File: src/rtl/av_arb_pkg.sv
// Shared types and helpers for the two-port Avalon arbiter.
package av_arb_pkg;

  typedef enum logic [1:0] {
    ST_IDLE = 2'd0,
    ST_XFER = 2'd1,
    ST_DONE = 2'd2
  } state_e;

  // Read data returned to a requester whose read timed out; replicated to
  // DATA_W at the point of use so it is all-ones for any width.
  localparam logic ERR_RDATA_BIT = 1'b1;

  // Round-robin pick between the two ports: on a tie the port that did not
  // win last time gets it; otherwise the lone requester wins.
  function automatic logic rr_pick(input logic req0, input logic req1,
                                   input logic last_grant);
    if (req0 && req1) return ~last_grant;
    return req1;
  endfunction

endpackage

File: src/rtl/av_watchdog.sv
// Stall watchdog: counts enabled cycles since the last clear and flags the
// cycle in which the count reaches TIMEOUT.
module av_watchdog #(
  parameter int TIMEOUT = 1024
) (
  input  logic clk,
  input  logic rst_n,
  input  logic clear,
  input  logic enable,
  output logic expired
);

  localparam int CW = $clog2(TIMEOUT + 1);

  logic [CW-1:0] cnt_q, cnt_d;

  // Clear has priority; the counter is allowed past TIMEOUT since the
  // owner always clears it before the next transaction.
  always_comb begin
    cnt_d = cnt_q;
    if (clear)       cnt_d = '0;
    else if (enable) cnt_d = cnt_q + CW'(1);
  end

  // Expiry is flagged on the TIMEOUT-th enabled cycle itself.
  assign expired = enable && !clear && (cnt_q == CW'(TIMEOUT - 1));

  // Counter register.
  always_ff @(posedge clk or negedge rst_n) begin
    if (!rst_n) cnt_q <= '0;
    else        cnt_q <= cnt_d;
  end

endmodule

File: src/rtl/av_arbiter.sv
// Two-port Avalon-MM arbiter: MCU (port 0) and DMA (port 1) share one
// master. Round-robin on ties, one transaction at a time, registered master
// side, with a stall watchdog that aborts a hung fabric access.
module av_arbiter
  import av_arb_pkg::*;
#(
  parameter int ADDR_W  = 32,
  parameter int DATA_W  = 16,
  parameter int TIMEOUT = 1024
) (
  input  logic              sysclk,
  input  logic              sysreset_n,
  input  logic [ADDR_W-1:0] s0_address,
  input  logic              s0_read,
  input  logic              s0_write,
  input  logic [DATA_W-1:0] s0_writedata,
  output logic [DATA_W-1:0] s0_readdata,
  output logic              s0_waitrequest,
  input  logic [ADDR_W-1:0] s1_address,
  input  logic              s1_read,
  input  logic              s1_write,
  input  logic [DATA_W-1:0] s1_writedata,
  output logic [DATA_W-1:0] s1_readdata,
  output logic              s1_waitrequest,
  output logic [ADDR_W-1:0] m_address,
  output logic [DATA_W-1:0] m_writedata,
  output logic              m_read,
  output logic              m_write,
  input  logic [DATA_W-1:0] m_readdata,
  input  logic              m_waitrequest,
  output logic              err,
  input  logic              err_clear,
  output logic              grant_id
);

  state_e                   state_q, state_d;
  logic [ADDR_W-1:0]        addr_q, addr_d;
  logic [DATA_W-1:0]        wdata_q, wdata_d;
  logic                     rd_q, rd_d, wr_q, wr_d;
  logic [1:0][DATA_W-1:0]   rdata_q, rdata_d;
  logic [1:0]               wait_q, wait_d;
  logic                     err_q, err_d;
  logic                     grant_q, grant_d;
  logic                     last_q, last_d;
  logic                     req0, req1, win;
  logic                     wd_clear, wd_en, wd_exp;

  assign req0 = s0_read | s0_write;
  assign req1 = s1_read | s1_write;
  assign win  = rr_pick(req0, req1, last_q);

  av_watchdog #(.TIMEOUT(TIMEOUT)) u_wdog (
    .clk    (sysclk),
    .rst_n  (sysreset_n),
    .clear  (wd_clear),
    .enable (wd_en),
    .expired(wd_exp)
  );

  // Next-state logic: arbitrate in IDLE, run the master access in XFER,
  // ack the owner for one cycle in DONE.
  always_comb begin
    state_d  = state_q;
    addr_d   = addr_q;
    wdata_d  = wdata_q;
    rd_d     = rd_q;
    wr_d     = wr_q;
    rdata_d  = rdata_q;
    wait_d   = wait_q;
    grant_d  = grant_q;
    last_d   = last_q;
    wd_clear = 1'b0;
    wd_en    = 1'b0;
    // Clear first so a timeout in the same cycle re-sets the flag.
    err_d    = err_clear ? 1'b0 : err_q;
    case (state_q)
      ST_IDLE: begin
        if (req0 || req1) begin
          grant_d  = win;
          addr_d   = win ? s1_address   : s0_address;
          wdata_d  = win ? s1_writedata : s0_writedata;
          // Write wins when a port raises both strobes.
          wr_d     = win ? s1_write : s0_write;
          rd_d     = ~wr_d;
          wd_clear = 1'b1;
          state_d  = ST_XFER;
        end
      end
      ST_XFER: begin
        wd_en = m_waitrequest;
        if (!m_waitrequest) begin
          if (rd_q) rdata_d[grant_q] = m_readdata;
          rd_d    = 1'b0;
          wr_d    = 1'b0;
          wait_d[grant_q] = 1'b0;
          state_d = ST_DONE;
        end else if (wd_exp) begin
          if (rd_q) rdata_d[grant_q] = {DATA_W{ERR_RDATA_BIT}};
          rd_d    = 1'b0;
          wr_d    = 1'b0;
          err_d   = 1'b1;
          wait_d[grant_q] = 1'b0;
          state_d = ST_DONE;
        end
      end
      ST_DONE: begin
        wait_d  = 2'b11;
        last_d  = grant_q;
        state_d = ST_IDLE;
      end
      default: state_d = ST_IDLE;
    endcase
  end

  // State and output registers; reset abandons any transaction in flight.
  always_ff @(posedge sysclk or negedge sysreset_n) begin
    if (!sysreset_n) begin
      state_q <= ST_IDLE;
      addr_q  <= '0;
      wdata_q <= '0;
      rd_q    <= 1'b0;
      wr_q    <= 1'b0;
      rdata_q <= '0;
      wait_q  <= 2'b11;
      err_q   <= 1'b0;
      grant_q <= 1'b0;
      last_q  <= 1'b1;
    end else begin
      state_q <= state_d;
      addr_q  <= addr_d;
      wdata_q <= wdata_d;
      rd_q    <= rd_d;
      wr_q    <= wr_d;
      rdata_q <= rdata_d;
      wait_q  <= wait_d;
      err_q   <= err_d;
      grant_q <= grant_d;
      last_q  <= last_d;
    end
  end

  assign m_address      = addr_q;
  assign m_writedata    = wdata_q;
  assign m_read         = rd_q;
  assign m_write        = wr_q;
  assign s0_readdata    = rdata_q[0];
  assign s1_readdata    = rdata_q[1];
  assign s0_waitrequest = wait_q[0];
  assign s1_waitrequest = wait_q[1];
  assign err            = err_q;
  assign grant_id       = grant_q;

endmodule

File: config.mk
export PLATFORM = sky130hd
export DESIGN_NAME = av_arbiter
export DESIGN_NICKNAME = d
export VERILOG_FILES = /design/src/rtl/av_arb_pkg.sv /design/src/rtl/av_watchdog.sv /design/src/rtl/av_arbiter.sv
export SDC_FILE = /design/constraint.sdc
export NUM_CORES = 1
export LEC_CHECK = 0
export ABC_AREA = 1
export CELL_PAD_IN_SITES_DETAIL_PLACEMENT = 1
export CELL_PAD_IN_SITES_GLOBAL_PLACEMENT = 1
export CORE_MARGIN = 2
export CORE_UTILIZATION = 30
export CTS_BUF_LIST = sky130_fd_sc_hd__clkbuf_8 sky130_fd_sc_hd__clkbuf_16
export DETAILED_ROUTE_END_ITERATION = 12
export HOLD_SLACK_MARGIN = 0.05
export PLACE_DENSITY_LB_ADDON = 0.1
export SYNTH_ARGS = -nofsm -noshare
export SYNTH_HDL_FRONTEND = slang
export SYNTH_HIERARCHICAL = 1
export SYNTH_SLANG_ARGS = --single-unit
export TNS_END_PERCENT = 100
File: constraint.sdc
create_clock -name sysclk -period 3.27 [get_ports sysclk]
set_clock_uncertainty 0.2 [all_clocks]
set_input_delay 0.981 -clock sysclk [delete_from_list [all_inputs] [get_ports sysclk]]
set_output_delay 0.981 -clock sysclk [all_outputs]
set_load 0.005 [all_outputs]
==> metrics <==
Synth async-reset ratio=100%; syn_nets=735; Post-Place Setup Slack=0.0442 ns; hold_buf cts=0; Setup crit start=s0_write; Num CTS Buffers=9; CTS sink count=100; DRT iter0 DRCs=202; actual slew at the worst max-slew pin=0.603 ns; largest net degree at the start of global routing=53; number of global-route vias before repair=5011; CTS tree=yes; DRT Pass-1 Iters=4; Die X=130 um; maximum VDD drop=0.000268 V; gp weighted congestion=0.758; Layout Nets=935; die height=130 um; layout cells sized above 1=6.59%; setup slack, reg-to-reg=1.02 ns; Final ANT Viol Nets=0; max cap viols=0; f_max=349 MHz; worst reg2reg path endpoint=s0_readdata[5]$_DFFE_PN0P_; sequential fraction of the synthesis area=52.7%; Hold Crit Class=flop to flop; total grt overflow=0; I/O pins=206; DR WL/cell=14.9 um; Starting Density=30.3%; Crit path required time=3.34 ns; CP Max Fanout=32; critical path arrival=2.93 ns; PD cells=816 nW/um^2; Post-synth EDFFs=0; PortBufs=205; Skew-Pair Late Insertion Delay=0.35 ns; # DRC=0; Synth top cells by count=nand2_1, dfrtp_1, o21ai_1, nor2_1, inv_1; dpl cells=1019; Worst R2R Start=state_q[1]$_DFFE_PN0P_; initial antenna violation count=0; area leader, netlist=dfrtp_1; post_cts resized=0; cells after synthesis=614; GRT Overall Usage=19.1%; postcts setup bufs=0; CTS Buffer Depth=2; synth-to-layout area growth=54.4%; critical path launch point type=input pin; Detail Placement HPWL=11400 um; clock period minus final worst setup slack=2.86 ns; Clock Pin Slew Worst Setup and Hold Paths=0.07 ns; post-route setup slack=0.407 ns; slew margin rel.=59.8%; vias per inst=4.48; # diodes=0; flops & latches, synth=100; total number of vias=4635; Worst setup EP type=flop; FP Rows=46; FILL cells=1860; post-synth cell types=26; Leak Pwr=0.00344 uW; critical path type=input pin to flop; share of Yosys cell area claimed by the top area cell type=51.1%; Mean Syn Cell Area=7.74 um^2; main area contributors after synthesis=dfrtp_1, nand2_1, o21ai_1; final period utilization=87.6%; root buf cell=clkbuf_16; Fin. Hold Viols=0; Layout Cells excl Fill=1035; Synth Warn #=6; final setup TNS=0 ns; CORE AREA=15700 um^2; outcome=finished clean; die area=16900 um^2; Slew Limit Fails=0; most frequent cell after synthesis=nand2_1; H-tree Lvls=3; first-pass GRT wire length=25100 um; CP endpoint=s0_readdata[5]$_DFFE_PN0P_; Post-Route WL=15400 um; prevailing post-synth register cell=dfrtp_1; mapped cell area=4750 um^2; RSZ-0062 raised after global routing=no; FF-to-FF path depth=15; final setup vio count=0
==> critical path, stage by stage <==
cell,delay [ns]
clkdlybuf4s50_1,0.53
nor2_2,0.08
a21oi_4,0.18
clkinv_1,0.12
nand2_1,0.10
nor2_1,0.04
and3_1,0.17
inv_1,0.06
nand2_2,0.05
nand2_2,0.12
inv_2,0.06
nand3_2,0.08
buf_12,0.19
nand2_1,0.06
o21ai_1,0.09
==> cell type report <==
cell class | instances | area, um^2 | area share (%)
multi-input combinational | 414 | 1810 | 24.6
timing repair buffer | 217 | 2200 | 30.0
clock buffer | 9 | 225 | 3.07
inverter | 72 | 270 | 3.68
tap | 216 | 270 | 3.68
clock inverter | 7 | 60.1 | 0.818
sequential | 100 | 2510 | 34.1
==> power breakdown <==
| group | internal, uW | switching [uW] | leakage (uW) |
|---|---|---|---|
| logic | 1500 | 1300 | 0.00206 |
| registers | 1810 | 342 | 0.00123 |
| clock network | 529 | 509 | 0.000142 |
==> cell families after synthesis <==
group	after synthesis	synth area share (%)
simple gates	314	27.0
buf+inv	100	9.29
flops	100	52.7
compound gates	99	10.7
fa+ha+maj	1	0.263
==> cells in the final DEF (no fill, tap or decap), types with 3 or more instances in the layout <==
cell	instances
o21ai_0	10
nor2_2	4
o21ai_1	80
a21oi_1	7
clkdlybuf4s50_1	204
inv_1	68
clkinv_4	4
nand2_2	3
clkbuf_16	9
dfrtp_1	97
buf_12	5
nand2_1	213
nor2_4	4
buf_4	8
inv_2	3
nand3_2	5
nor2_1	72
dfstp_2	3
nand3_1	9
==> per-stage QoR <==
stage	hold WS [ns]	cell area [um^2]	total power (uW)	utilization, %
after CTS	0.288	7340	6120	46.7
after global placement	0.270	7060	4920	44.9
after detailed placement	0.278	7060	5040	44.9
final	0.281	7340	5990	46.7
after floorplan	0.256	4750	3360	-
after global routing	0.306	7340	6530	46.7
==> per-layer routing <==
metal | vias up | wire, um | GRT usage (%)
li1 | 2279 | - | -
met1 | 2220 | 6440 | 22.4
met2 | 126 | 7690 | 33.5
met3 | 10 | 1140 | 6.85
met4 | 0 | 157 | 4.43
met5 | - | 0 | 0
==> worst min-delay path by stage <==
stage                                      from  depth (start not counted)                          end
CTS                       wait_q[1]$_DFFE_PN1P_                          2        wait_q[1]$_DFFE_PN1P_
finish                    wait_q[1]$_DFFE_PN1P_                          2        wait_q[1]$_DFFE_PN1P_
detailed placement    m_address[25]$_DFFE_PN0P_                          2    m_address[25]$_DFFE_PN0P_
global route              wait_q[1]$_DFFE_PN1P_                          2        wait_q[1]$_DFFE_PN1P_
floorplan           u_wdog/cnt_q[3]$_DFFE_PN0P_                          1  u_wdog/cnt_q[3]$_DFFE_PN0P_
global placement       m_address[6]$_DFFE_PN0P_                          2     m_address[6]$_DFFE_PN0P_
==> state kept, by name, summed over array words and instances, names as in the netlist <==
register	count
err	1
grant_id	1
last_q	1
m_address	32
m_read	1
m_write	1
m_writedata	16
s0_readdata	16
s1_readdata	16
state_q	2
u_wdog/cnt_q	11
wait_q	2
Note: power is estimated with default switching activity, not from simulation.
